**config.mk**
```make
export PLATFORM = sky130hd
export DESIGN_NAME = reset_sequencer_flat
export DESIGN_NICKNAME = d
export VERILOG_FILES = /design/src/rtl/reset_seq_pkg.sv /design/src/rtl/reset_sequencer_if.sv /design/src/rtl/reset_sync_cell.sv /design/src/rtl/reset_sequencer.sv /design/src/flat_wrapper.sv
export SDC_FILE = /design/constraint.sdc
export NUM_CORES = 1
export LEC_CHECK = 0
export ABC_AREA = 1
export BUFFER_PORTS_ARGS = -buffer_cell sky130_fd_sc_hd__buf_2
export CAP_MARGIN = 15
export CORE_UTILIZATION = 40
export CTS_CLUSTER_SIZE = 16
export DETAILED_ROUTE_END_ITERATION = 10
export PLACE_DENSITY_LB_ADDON = 0.25
export SETUP_SLACK_MARGIN = 0.4
export SLEW_MARGIN = 0
export SYNTH_ARGS = -nofsm -noshare
export SYNTH_HDL_FRONTEND = slang
export SYNTH_SLANG_ARGS = --single-unit
```
**constraint.sdc**
```tcl
create_clock -name clk_i -period 1.3 [get_ports clk_i]
set_input_delay 0.065 -clock clk_i [delete_from_list [all_inputs] [get_ports clk_i]]
set_output_delay 0.065 -clock clk_i [all_outputs]
set_load 0.03 [all_outputs]
```
**src/rtl/reset_seq_pkg.sv**
```systemverilog
// Shared types and helpers for the reset sequencer: FSM state encoding and
// the counter width function.
package reset_seq_pkg;

    typedef enum logic [1:0] {
        StHold    = 2'd0,
        StRelease = 2'd1,
        StRun     = 2'd2
    } seq_state_e;

    // Width of a counter that must hold values 0..max_val.
    function automatic int unsigned cnt_width(input int unsigned max_val);
        return (max_val < 1) ? 1 : $clog2(max_val + 1);
    endfunction

endpackage

```
**src/rtl/reset_sequencer_if.sv**
```systemverilog
// Soft-reset handshake and sequenced reset outputs of the reset sequencer.
// The slave modport is the sequencer side.
interface reset_sequencer_if #(
    parameter int unsigned NumChan = 4
);
    logic               sw_rst_req;
    logic               sw_rst_ack;
    logic [NumChan-1:0] out_rst;
    logic               all_released;

    modport master (
        output sw_rst_req,
        input  sw_rst_ack,
        input  out_rst,
        input  all_released
    );

    modport slave (
        input  sw_rst_req,
        output sw_rst_ack,
        output out_rst,
        output all_released
    );
endinterface

```
**src/rtl/reset_sync_cell.sv**
```systemverilog
// Reset synchroniser: asserts asynchronously, deasserts after Stages rising
// edges of clk_i.
module reset_sync_cell #(
    parameter int unsigned Stages = 2
) (
    input  logic clk_i,
    input  logic rst_ni,
    output logic rst_sync_no
);

    (* ASYNC_REG = "TRUE" *) logic [Stages-1:0] sync_q;

    always_ff @(posedge clk_i or negedge rst_ni) begin
        if (!rst_ni) begin
            sync_q <= '0;
        end else begin
            sync_q <= {sync_q[Stages-2:0], 1'b1};
        end
    end

    assign rst_sync_no = sync_q[Stages-1];

endmodule

```
**src/rtl/reset_sequencer.sv**
```systemverilog
// Multi-channel reset sequencer: holds every channel in reset for MinAssert
// cycles, then releases channel 0 first and one more every GapCycles.
module reset_sequencer
    import reset_seq_pkg::*;
#(
    parameter int unsigned NumChan     = 4,
    parameter int unsigned SyncStages  = 2,
    parameter int unsigned MinAssert   = 16,
    parameter int unsigned GapCycles   = 8,
    parameter bit          OutPositive = 1'b1
) (
    input  logic              clk_i,
    input  logic              rst_ni,
    reset_sequencer_if.slave  bus_io
);

    localparam int unsigned HoldW = cnt_width(MinAssert);
    localparam int unsigned GapW  = cnt_width(GapCycles);
    localparam int unsigned ChanW = $clog2(NumChan) + 1;

    localparam logic [HoldW-1:0] HoldLast = HoldW'(MinAssert - 1);
    localparam logic [GapW-1:0]  GapLast  = GapW'(GapCycles - 1);
    localparam logic [ChanW-1:0] ChanLast = ChanW'(NumChan - 1);

    logic sync_rst_n;

    reset_sync_cell #(
        .Stages (SyncStages)
    ) u_sync (
        .clk_i       (clk_i),
        .rst_ni      (rst_ni),
        .rst_sync_no (sync_rst_n)
    );

    seq_state_e         state_q, state_d;
    logic [HoldW-1:0]   hold_q, hold_d;
    logic [GapW-1:0]    gap_q, gap_d;
    logic [ChanW-1:0]   chan_q, chan_d;
    // Bit k high means channel k is held in reset; shifts left on each release.
    logic [NumChan-1:0] mask_q, mask_d;
    logic               all_rel_q, all_rel_d;
    logic               ack_q, ack_d;
    logic               pend_q, pend_d;

    always_comb begin
        state_d   = state_q;
        hold_d    = hold_q;
        gap_d     = gap_q;
        chan_d    = chan_q;
        mask_d    = mask_q;
        all_rel_d = all_rel_q;
        ack_d     = 1'b0;
        pend_d    = pend_q;

        if (sync_rst_n) begin
            if (bus_io.sw_rst_req) begin
                state_d   = StHold;
                hold_d    = '0;
                gap_d     = '0;
                chan_d    = '0;
                mask_d    = '1;
                all_rel_d = 1'b0;
                pend_d    = 1'b1;
            end else begin
                unique case (state_q)
                    StHold: begin
                        if (hold_q == HoldLast) begin
                            hold_d = '0;
                            mask_d = mask_q << 1;
                            if (NumChan == 1) begin
                                state_d   = StRun;
                                all_rel_d = 1'b1;
                                ack_d     = pend_q;
                                pend_d    = 1'b0;
                            end else begin
                                state_d = StRelease;
                                chan_d  = ChanW'(1);
                            end
                        end else begin
                            hold_d = hold_q + 1'b1;
                        end
                    end
                    StRelease: begin
                        if (gap_q == GapLast) begin
                            gap_d  = '0;
                            mask_d = mask_q << 1;
                            chan_d = chan_q + 1'b1;
                            if (chan_q == ChanLast) begin
                                state_d   = StRun;
                                all_rel_d = 1'b1;
                                ack_d     = pend_q;
                                pend_d    = 1'b0;
                            end
                        end else begin
                            gap_d = gap_q + 1'b1;
                        end
                    end
                    StRun: begin
                        state_d = StRun;
                    end
                    default: begin
                        state_d = StHold;
                    end
                endcase
            end
        end
    end

    always_ff @(posedge clk_i or negedge rst_ni) begin
        if (!rst_ni) begin
            state_q   <= StHold;
            hold_q    <= '0;
            gap_q     <= '0;
            chan_q    <= '0;
            mask_q    <= '1;
            all_rel_q <= 1'b0;
            ack_q     <= 1'b0;
            pend_q    <= 1'b0;
        end else begin
            state_q   <= state_d;
            hold_q    <= hold_d;
            gap_q     <= gap_d;
            chan_q    <= chan_d;
            mask_q    <= mask_d;
            all_rel_q <= all_rel_d;
            ack_q     <= ack_d;
            pend_q    <= pend_d;
        end
    end

    assign bus_io.out_rst      = OutPositive ? mask_q : ~mask_q;
    assign bus_io.all_released = all_rel_q;
    assign bus_io.sw_rst_ack   = ack_q;

endmodule

```
**src/flat_wrapper.sv**
```systemverilog
// flat-port wrapper written by rule: the top's interface ports become plain ports
module reset_sequencer_flat import reset_seq_pkg::*;
#(
    parameter int unsigned NumChan     = 4,
    parameter int unsigned SyncStages  = 2,
    parameter int unsigned MinAssert   = 16,
    parameter int unsigned GapCycles   = 8,
    parameter bit          OutPositive = 1'b1
)
  (clk_i, rst_ni, bus_io_sw_rst_req, bus_io_sw_rst_ack, bus_io_out_rst, bus_io_all_released);
  reset_sequencer_if #(.NumChan(NumChan)) bus_io_i ();
  input  logic clk_i;
  input  logic rst_ni;
  input wire logic [$bits(bus_io_i.sw_rst_req)-1:0] bus_io_sw_rst_req;
  output wire logic [$bits(bus_io_i.sw_rst_ack)-1:0] bus_io_sw_rst_ack;
  output wire logic [$bits(bus_io_i.out_rst)-1:0] bus_io_out_rst;
  output wire logic [$bits(bus_io_i.all_released)-1:0] bus_io_all_released;
  assign bus_io_i.sw_rst_req = bus_io_sw_rst_req;
  assign bus_io_sw_rst_ack = bus_io_i.sw_rst_ack;
  assign bus_io_out_rst = bus_io_i.out_rst;
  assign bus_io_all_released = bus_io_i.all_released;
  reset_sequencer #(.NumChan(NumChan), .SyncStages(SyncStages), .MinAssert(MinAssert), .GapCycles(GapCycles), .OutPositive(OutPositive)) u_core (.clk_i(clk_i), .rst_ni(rst_ni), .bus_io(bus_io_i));
endmodule
```
# Word level (Yosys, flattened, before mapping)
# Cells that the tools add are included.
totals:
  ff_bits: 23
  in_bits: 3
  out_inout_bits: 6
  wordCells: 63
classes:
  n_addsub: 3
  eq_ne: 8
  muxes: 32
  n_reduce_logical: 11
op_table:
  columns: ["op", "count"]
  rows:
  - ["two-way mux 4 bit", 6]
  - ["two-way mux 5 bit", 3]
  - ["two-way mux 1 bit", 13]
  - ["AND reduction 4 bit", 3]
  - ["two-way mux 3 bit", 3]
  - ["inequality test 3 x 2 -> 1 bit, second input constant", 3]
  - ["two-way mux 2 bit", 4]
  - ["case mux 4 bit (2 select lines)", 1]
  - ["nonzero test 2 bit", 4]
  - ["case mux 2 bit (3 select lines)", 1]
  - ["case mux 3 bit (2 select lines)", 1]
  - ["adder 5 x 1 -> 5 bit, second input constant", 1]
  - ["== test 5 x 4 -> 1 bit, second input constant", 1]
  - ["adder 4 x 1 -> 4 bit, second input constant", 1]
  - ["== test 4 x 3 -> 1 bit, second input constant", 1]
  - ["AND reduction 2 bit", 2]
  - ["adder 3 x 1 -> 3 bit, second input constant", 1]
  - ["== test 3 x 2 -> 1 bit, second input constant", 1]
  - ["nonzero test 3 bit", 1]
  - ["== test 2 x 1 -> 1 bit, second input constant", 1]
  - ["== test 2 bit, second input constant", 1]
  - ["zero test 2 bit", 1]

# Depth between registers and ports, before layout
# Gate-level depths: netlist (run 1).
depth:
  word_depth: 6
  ltp_mapped: 9
  depth_no_buf: 9

# Hierarchy
# From an unflattened synthesis (run 1), not the netlist that was laid out.
hier_totals:
  hier_cells: 142
  area_unflattened_um2: 1229.9
by_module_without_submodules:
  columns: ["module", "n_inst", "cells_each", "area_per_inst_um2", "seq_area_each_um2"]
  rows:
  - ["reset_sequencer", 1, 139, 1176.1, 530.5]
  - ["reset_sync_cell", 1, 3, 53.8, 50.0]

# Least setup slack after synthesis (run 1)
# No wires, ideal clock.
synth_path:
  path_kind: "reg2reg"
  startpoint: "reg u_core.state_q[0]"
  endpoint: "reg u_core.gap_q[3]"
  arrival_time_ns: 1.269
  setup_slack_ns: -0.088
  path_stages_with_launch: 6
  path_buffers: 0
  synth_period_minus_slack_ns: 1.388
  cell_sequence: "dfrtp_1 -> ha_1 -> o21ai_0 -> inv_1 -> a21oi_1 -> nor2_1"
synth_between:
  elab_chain_len: 3
synth_lines:
  columns: ["element", "line", "text"]
  rows:
  - ["start: declaration", "reset_sequencer.sv:35", "seq_state_e state_q, state_d;"]
  - ["start signal: assignment", "reset_sequencer.sv:111", "state_q <= StHold;"]
  - ["start signal: assignment", "reset_sequencer.sv:120", "state_q <= state_d;"]
  - ["== test 2 x 1 -> 1 bit", "reset_sequencer.sv:65", "unique case (state_q)"]
  - ["nonzero test 2 bit (no source line)", null, null]
  - ["AND reduction 2 bit (no source line)", null, null]
  - ["end signal: assignment", "reset_sequencer.sv:122", "gap_q <= gap_d;"]
  - ["end: declaration", "reset_sequencer.sv:37", "logic [GapW-1:0] gap_q, gap_d;"]
# No other way between the ends.
# A chain may end at the register's enable or synchronous reset.

# Final worst setup path (run 1)
layout_path:
  startpoint: "reg u_core.state_q[1]"
  endpoint: "reg u_core.chan_q[1]"
layout_between:
  elab_chain_len: 3
  elab_cells_between_ends: 8
layout_lines:
  columns: ["element", "line", "text"]
  rows:
  - ["== test 2 x 1 -> 1 bit / zero test 2 bit (equally long branches)", "reset_sequencer.sv:65", null]
  - ["inequality test 3 x 2 -> 1 bit (no source line), or another cell as far along", null, null]
  - ["AND reduction 4 bit (no source line) / two-way mux 3 bit (equally long branches)", null, null]
  - ["end signal: assignment", "reset_sequencer.sv:123", "chan_q <= chan_d;"]
  - ["end: declaration", "reset_sequencer.sv:38", "logic [ChanW-1:0] chan_q, chan_d;"]
# Parallel ways exist; a longest one is shown, timed or not.

==> results of run 1 <==
state kept, by name (all words and copies together) (netlist names):
| signal | cells |
|---|---|
| u_core.bus_io.sw_rst_ack | 1 |
| u_core.u_sync.sync_q | 2 |
| u_core.bus_io.all_released | 1 |
| u_core.pend_q | 1 |
| u_core.state_q | 2 |
| u_core.bus_io.out_rst | 4 |
| u_core.chan_q | 3 |
| u_core.hold_q | 5 |
| u_core.gap_q | 4 |
final cells by class:
class,count,area [um^2],area share (%)
clock buffers,4,26.28,1.541
inverters,18,72.57,4.255
multi-input cells,100,688.2,40.35
flip-flops and latches,23,581.8,34.12
well taps,31,38.79,2.274
repair buffers,33,297.8,17.46
Yosys cell counts:
cell / instances
dfrtp_1: 19
nand4_1: 9
a21oi_1: 10
conb_1: 1
a21oi_4: 1
nand3b_1: 1
nor2_1: 9
dfstp_2: 4
nand3_1: 9
or2_2: 3
nor3_1: 3
o21ai_0: 5
inv_1: 18
nand2_2: 2
xor2_1: 1
nand3_2: 1
nand2_1: 37
buf_2: 1
ha_1: 6
cells by family after synthesis:
kind of cell             Yosys count  synth area share (%)
other                              1                0.3205
AO/OA/AOI/OAI                     16                 7.808
flip-flops                        23                 49.63
AND/OR/NAND/NOR                   74                 28.88
buffers and inverters             19                 6.202
adder cells (fa/ha/maj)            6                 6.417
XOR/XNOR                           1                0.7488
worst max-delay path, stage by stage, from the launching register on:
cell	delay [ns]
dfrtp_1	0.41
inv_2	0.09
ha_4	0.21
nor2_4	0.05
a21oi_4	0.25
nand3_4	0.14
nand2_1	0.10
nand2_1	0.05
cells in the final DEF, fill, tap and decap left out:
cell type,synthesis,routed
o21ai_1,0,4
a21oi_2,0,3
dlygate4sd3_1,0,1
inv_4,0,2
nand2_4,0,5
nand3_4,0,1
inv_1,18,11
nor2_1,9,6
ha_4,0,2
nand2_1,37,33
nor3_2,0,1
conb_1,1,1
inv_2,0,5
dfrtp_1,19,18
dfrtp_2,0,1
buf_6,0,14
nand3_2,1,4
ha_2,0,4
nand2_2,2,3
dfstp_2,4,4
clkbuf_1,0,1
nand3_1,9,5
nor2_4,0,3
a21oi_1,10,6
o21ai_4,0,1
nand3b_1,1,1
clkbuf_4,0,3
buf_4,0,16
nand4_1,9,9
buf_2,1,2
nor3_1,3,2
xor2_1,1,1
or2_2,3,3
a21oi_4,1,2
timing repair:
| item | CTS | global route |
|---|---|---|
| pin swaps | 15 | 20 |
| hold endpoints to repair | 19 | 0 |
| setup endpoints to repair | 27 | 27 |
| setup buffers | 9 | 5 |
| gates cloned | 2 | 0 |
| resized for setup | 27 | 29 |
| hold buffers | 1 | 0 |
per-layer routing:
layer	vias to the layer above	GRT usage [%]	wire (um)
li1	539	-	-
met1	520	21.89	1248
met2	20	28.40	1408
met3	8	5.581	74
met4	0	9.059	64
met5	-	0	0
through the flow:
stage / setup WS [ns] / hold WS (ns) / cell area (um^2) / std cells / TNS (ns)
floorplan: 0.06726 / -0.2306 / 1216 / 140 / 0
global placement: 0.003302 / 0.05794 / 1365 / 188 / 0
detailed placement: -0.04090 / 0.05948 / 1365 / 188 / -0.2009
CTS: -0.04942 / 0.1206 / 1578 / 204 / -0.3177
global route: -0.1729 / 0.1711 / 1705 / 209 / -1.903
finish: -0.1224 / 0.1481 / 1705 / 209 / -0.7319
power groups by stage:
stage | logic [uW] | clock network [uW] | registers, uW
after floorplan | 565 | 0 | 1200
after global placement | 963 | 0 | 1090
after detailed placement | 971 | 0 | 1090
after CTS | 1230 | 336 | 1080
after global routing | 1560 | 367 | 1110
final | 1420 | 335 | 1090
worst min path at each step:
stage,cells after the start,end,slack (ns)
after floorplan,0,u_core.bus_io.all_released,-0.23
after global placement,1,u_core.gap_q[2],0.06
after detailed placement,1,u_core.gap_q[3],0.06
after CTS,3,u_core.bus_io.out_rst[0],0.12
after global routing,3,u_core.bus_io.out_rst[0],0.17
final,3,u_core.bus_io.out_rst[0],0.15
==> metrics.txt, run 1 <==
status=finished, violations left; failing checks=negative setup slack; Synth area leaders=dfrtp_1 41%, nand2_1 12%, dfstp_2 9.0%; Final Max Tran Viols=0; GRT Util Overall=approximately 18%; Final WS setup=-0.1224 ns; CTS root buf=clkbuf_4; Synth top area share=40.64%; share of cells above drive strength 1=approximately 44%; final cycle utilization of the critical path=109.4%; initial antenna violation count=0; row cnt=19; sequential share of the synthesized area=between 40% and 50%; yosys warns=0; Syn-to-layout area delta=45.78%; Psw=1129 uW; Worst setup EP type=register; Pint=1721 uW; core area=2758 um^2; Final Setup Violations=14; DIE HEIGHT=56.08 um; Fillers=229; TritonCTS clock tree=yes; Hold Vio Cnt, Final=0; Final min period=between 1 and 1.5 ns; vias per cell=5.201; Clk pwr share=11.8%; power per cell area=1671 nW/um^2; maxcap violations=0; routed length per instance=13.38 um; Yosys cell types=19; Worst setup startpoint=u_core.state_q[1]; crit path max fanout=7; Switching Fraction=39.62%; Sequential Power Share=38.4%; Final nets=approximately 190; Critical Path End=u_core.chan_q[1]; Post-Syn Instances=140; CP Launch Type=register; Avg Inst Size Synth=8.356 um^2; grt ovf=0; Synth Register Bits=23; peak supply drop=between 1 and 1.5 mV; port bufs=8; CTS clk-pin slew, worst paths=0.13 ns; Worst-Margin Slew=around 0.5 ns; Slew headroom=66.34%; DP HPWL=1.590 mm; DRC violations left=0; Synthesized Nets=149; Power, Total=2850 uW; leak pwr=0.0008031 uW; Comb pwr share=49.9%; post-route ant nets=0; Critical Path RT=~1.5 ns; die area=~3100 um^2; largest net degree at the start of global routing=24; die width=56.08 um; clk_skew=0.006248 ns; Skew-Pair Late Insertion Delay=about 0.32 ns; Synth area leader=dfrtp_1; drt first pass iters=4; global-route wire length before repair=4.436 mm; initial drt markers=25; vias in the first global route=1,102; placer congestion estimate=0.8225; type of the most critical hold path=input port to register; drt total wl=roughly 2.8 mm; r2r worst-path depth=7; r2r setup slk=-0.12 ns; Via Count=1,087; H-tree depth=1; maximum clock frequency=0.7031 GHz; Synth Cell Area=between 1000 and 1500 um^2; min-delay src=bus_io_sw_rst_req; initial core utilization=between 40% and 50%; ANT cells=0; R2R Path End=u_core.chan_q[1]; RSZ-0062 raised after global routing=true; CTS max path bufs=2; CTS sink count=23; total clock buffers created by CTS=3; post-layout util=61.84%; crit path DAT=approximately 1.6 ns; Reg-to-Reg Start=u_core.state_q[1]; top-level I/O count=9; WS Path Type=register to register
Note: power is estimated with default switching activity, not from simulation.
==> run 2, diff against run 1 <==
--- a/config.mk
+++ b/config.mk
@@ -10,4 +10,5 @@
 export CAP_MARGIN = 15
 export CORE_UTILIZATION = 40
+export CTS_BUF_LIST = sky130_fd_sc_hd__clkbuf_16
 export CTS_CLUSTER_SIZE = 16
 export DETAILED_ROUTE_END_ITERATION = 10
==> constraint.sdc (replaced) <==
create_clock -name clk_i -period 1.3 [get_ports clk_i]
set_input_delay 0.065 -clock clk_i [delete_from_list [all_inputs] [get_ports clk_i]]
set_output_delay 0.065 -clock clk_i [all_outputs]
set_load 0.05 [all_outputs]
==> metrics.txt, run 2 (same netlist as run 1, synthesis figures left out) <==
post-layout util=61.57% (-0.27 points); maximum clock frequency=0.7545 GHz (+7.3%); final cycle utilization of the critical path=101.9% (-7.5 points); WS Path Type=register to register; global-route wire length before repair=4.629 mm (+4.4%); total clock buffers created by CTS=3 (unchanged); Clk pwr share=19.7% (+7.9 points); H-tree depth=1 (unchanged); type of the most critical hold path=input port to register; crit path buf inv count=1 (unchanged); maxcap violations=0 (unchanged); initial antenna violation count=0 (unchanged); post-route ant nets=0 (unchanged); RSZ-0062 raised after global routing=true; GRT Util Overall=18.86% (+0.96 points); vias per cell=5.230 (+0.57%); Worst path top cell family by delay=flip-flops; DP HPWL=1.726 mm (+8.6%); clk_skew=0.003147 ns (-0.003101 ns); largest net degree at the start of global routing=24 (unchanged); DIE HEIGHT=56.08 um (unchanged); top-level I/O count=9 (unchanged); Hold Vio Cnt, Final=0 (unchanged); routed length per instance=13.33 um (-0.33%); row cnt=19 (unchanged); most frequent cells in the layout=31 x nand2_1, 19 x dfrtp_1, 13 x inv_1, 13 x buf_4, 9 x nand4_1; CP Launch Type=register; Final WS setup=-0.02530 ns (+0.09705 ns); core area=2758 um^2 (unchanged); status=finished, violations left; setup TNS=-0.06478 ns (+0.6671 ns); failing checks=negative setup slack; Most flops, register=u_core.hold_q; Final min period=1.325 ns (-0.09705 ns); CP max-delay cell=dfrtp_1; port bufs=8 (unchanged); Skew-Pair Late Insertion Delay=0.25 ns (-0.07 ns); die area=3145 um^2 (unchanged); max FFs per register=5 (unchanged); leak pwr=0.0007999 uW (-0.39%); peak supply drop=1.973 mV (+35%); commonest non-fill, non-tap cell in the layout=nand2_1; initial drt markers=39 (+56%); Power, Total=3279 uW (+15%); CTS max path bufs=2 (unchanged); Comb pwr share=46.4% (-3.5 points); die width=56.08 um (unchanged); Critical Path RT=1.44 ns (-0.07 ns); ANT cells=0 (unchanged); Critical Path Max Stage Delay=0.38 ns (-0.03 ns); crit path max fanout=7 (unchanged); drt total wl=2.720 mm (-2.7%); grt ovf=0 (unchanged); CTS root buf=clkbuf_16; Via Count=1,067 (-1.8%); share of cells above drive strength 1=43.35% (-1.0 points); crit path DAT=1.47 ns (-0.16 ns); Pint=2034 uW (+18%); Final Setup Violations=4 (-10); drt first pass iters=4 (unchanged); Worst setup EP type=register; DRC violations left=0 (unchanged); Psw=1245 uW (+10%); vias in the first global route=1,056 (-4.2%); placer congestion estimate=0.8138 (-1.1%); CTS clk-pin slew, worst paths=0.06 ns (-0.07 ns); CTS sink count=23 (unchanged); Final nets=183 (-2.7%); Syn-to-layout area delta=45.13%; Switching Fraction=37.97% (-1.6 points); Final Max Tran Viols=0 (unchanged); TritonCTS clock tree=yes; initial core utilization=42.42% (unchanged); worst-path cell chain=inv_2 > ha_4 > nor2_2 > a21oi_4 > nand3_4 > nand2_2 > nand2_1; power per cell area=1931 nW/um^2 (+16%); Sequential Power Share=33.9% (-4.5 points)
[run 2: final timing paths]
path                                         start                  endpoint  slack (ns)  cells after the start
min                              bus_io_sw_rst_req  u_core.bus_io.out_rst[0]        0.21                      3
max                              u_core.state_q[1]          u_core.chan_q[2]       -0.03                      7
max reg2reg                      u_core.state_q[1]          u_core.chan_q[2]       -0.03                      7
min in group asynchronous                   rst_ni           u_core.gap_q[2]        0.31                      2
max in group asynchronous                   rst_ni  u_core.bus_io.out_rst[2]        0.63                      2
min reg2reg                u_core.u_sync.sync_q[0]   u_core.u_sync.sync_q[1]        0.35                      0
[run 2: per-stage QoR]
step / hold WS (ns) / std cells / worst slack, ns / instance area (um^2)
2_1_floorplan: -0.2306 / 140 / 0.06726 / 1216
3_3_place_gp: 0.05733 / 188 / 0.006957 / 1365
3_5_place_dp: 0.06113 / 188 / -0.07578 / 1365
4_1_cts: 0.2055 / 202 / -0.01372 / 1614
5_1_grt: 0.2409 / 204 / -0.08318 / 1698
6_report: 0.2052 / 204 / -0.02530 / 1698
[run 2: layout make-up]
type | count | area [um^2]
fillers | 225 | 1060
multi-input cells | 100 | 665.6
flip-flops and latches | 23 | 580.6
repair buffers | 28 | 261.5
clock buffers | 3 | 75.07
inverters | 18 | 72.57
well taps | 31 | 38.79
clock inverters | 1 | 3.754
[run 2: power groups by stage]
stage	sequential, uW	clock, uW	combinational (uW)
after floorplan	1300	0	565
after global placement	1090	0	1060
after detailed placement	1100	0	1090
after CTS	1090	662	1430
after global routing	1130	690	1670
final	1110	644	1520
[run 2: tightest hold or removal path, delay by kind of cell]
family	cells	cell delay, ns
and+or+nand+nor	2	0.20
buffers and inverters	1	0.19
[run 2: timing repair]
item,in CTS,in global routing
endpoints found under the setup margin,26,26
resized for setup,32,21
pin swaps,16,17
hold buffers,1,0
gates cloned,1,1
setup buffers,8,1
endpoints found under the hold margin,19,0
[run 2: layer usage]
layer  GRT usage, %  share of wire, %  vias to the layer above
met4          5.923               1.5                        0
met3          6.279               3.8                        4
li1               -                 -                      527
met5              0                 0                        -
met2          30.61                51                       18
met1          23.73                44                      518
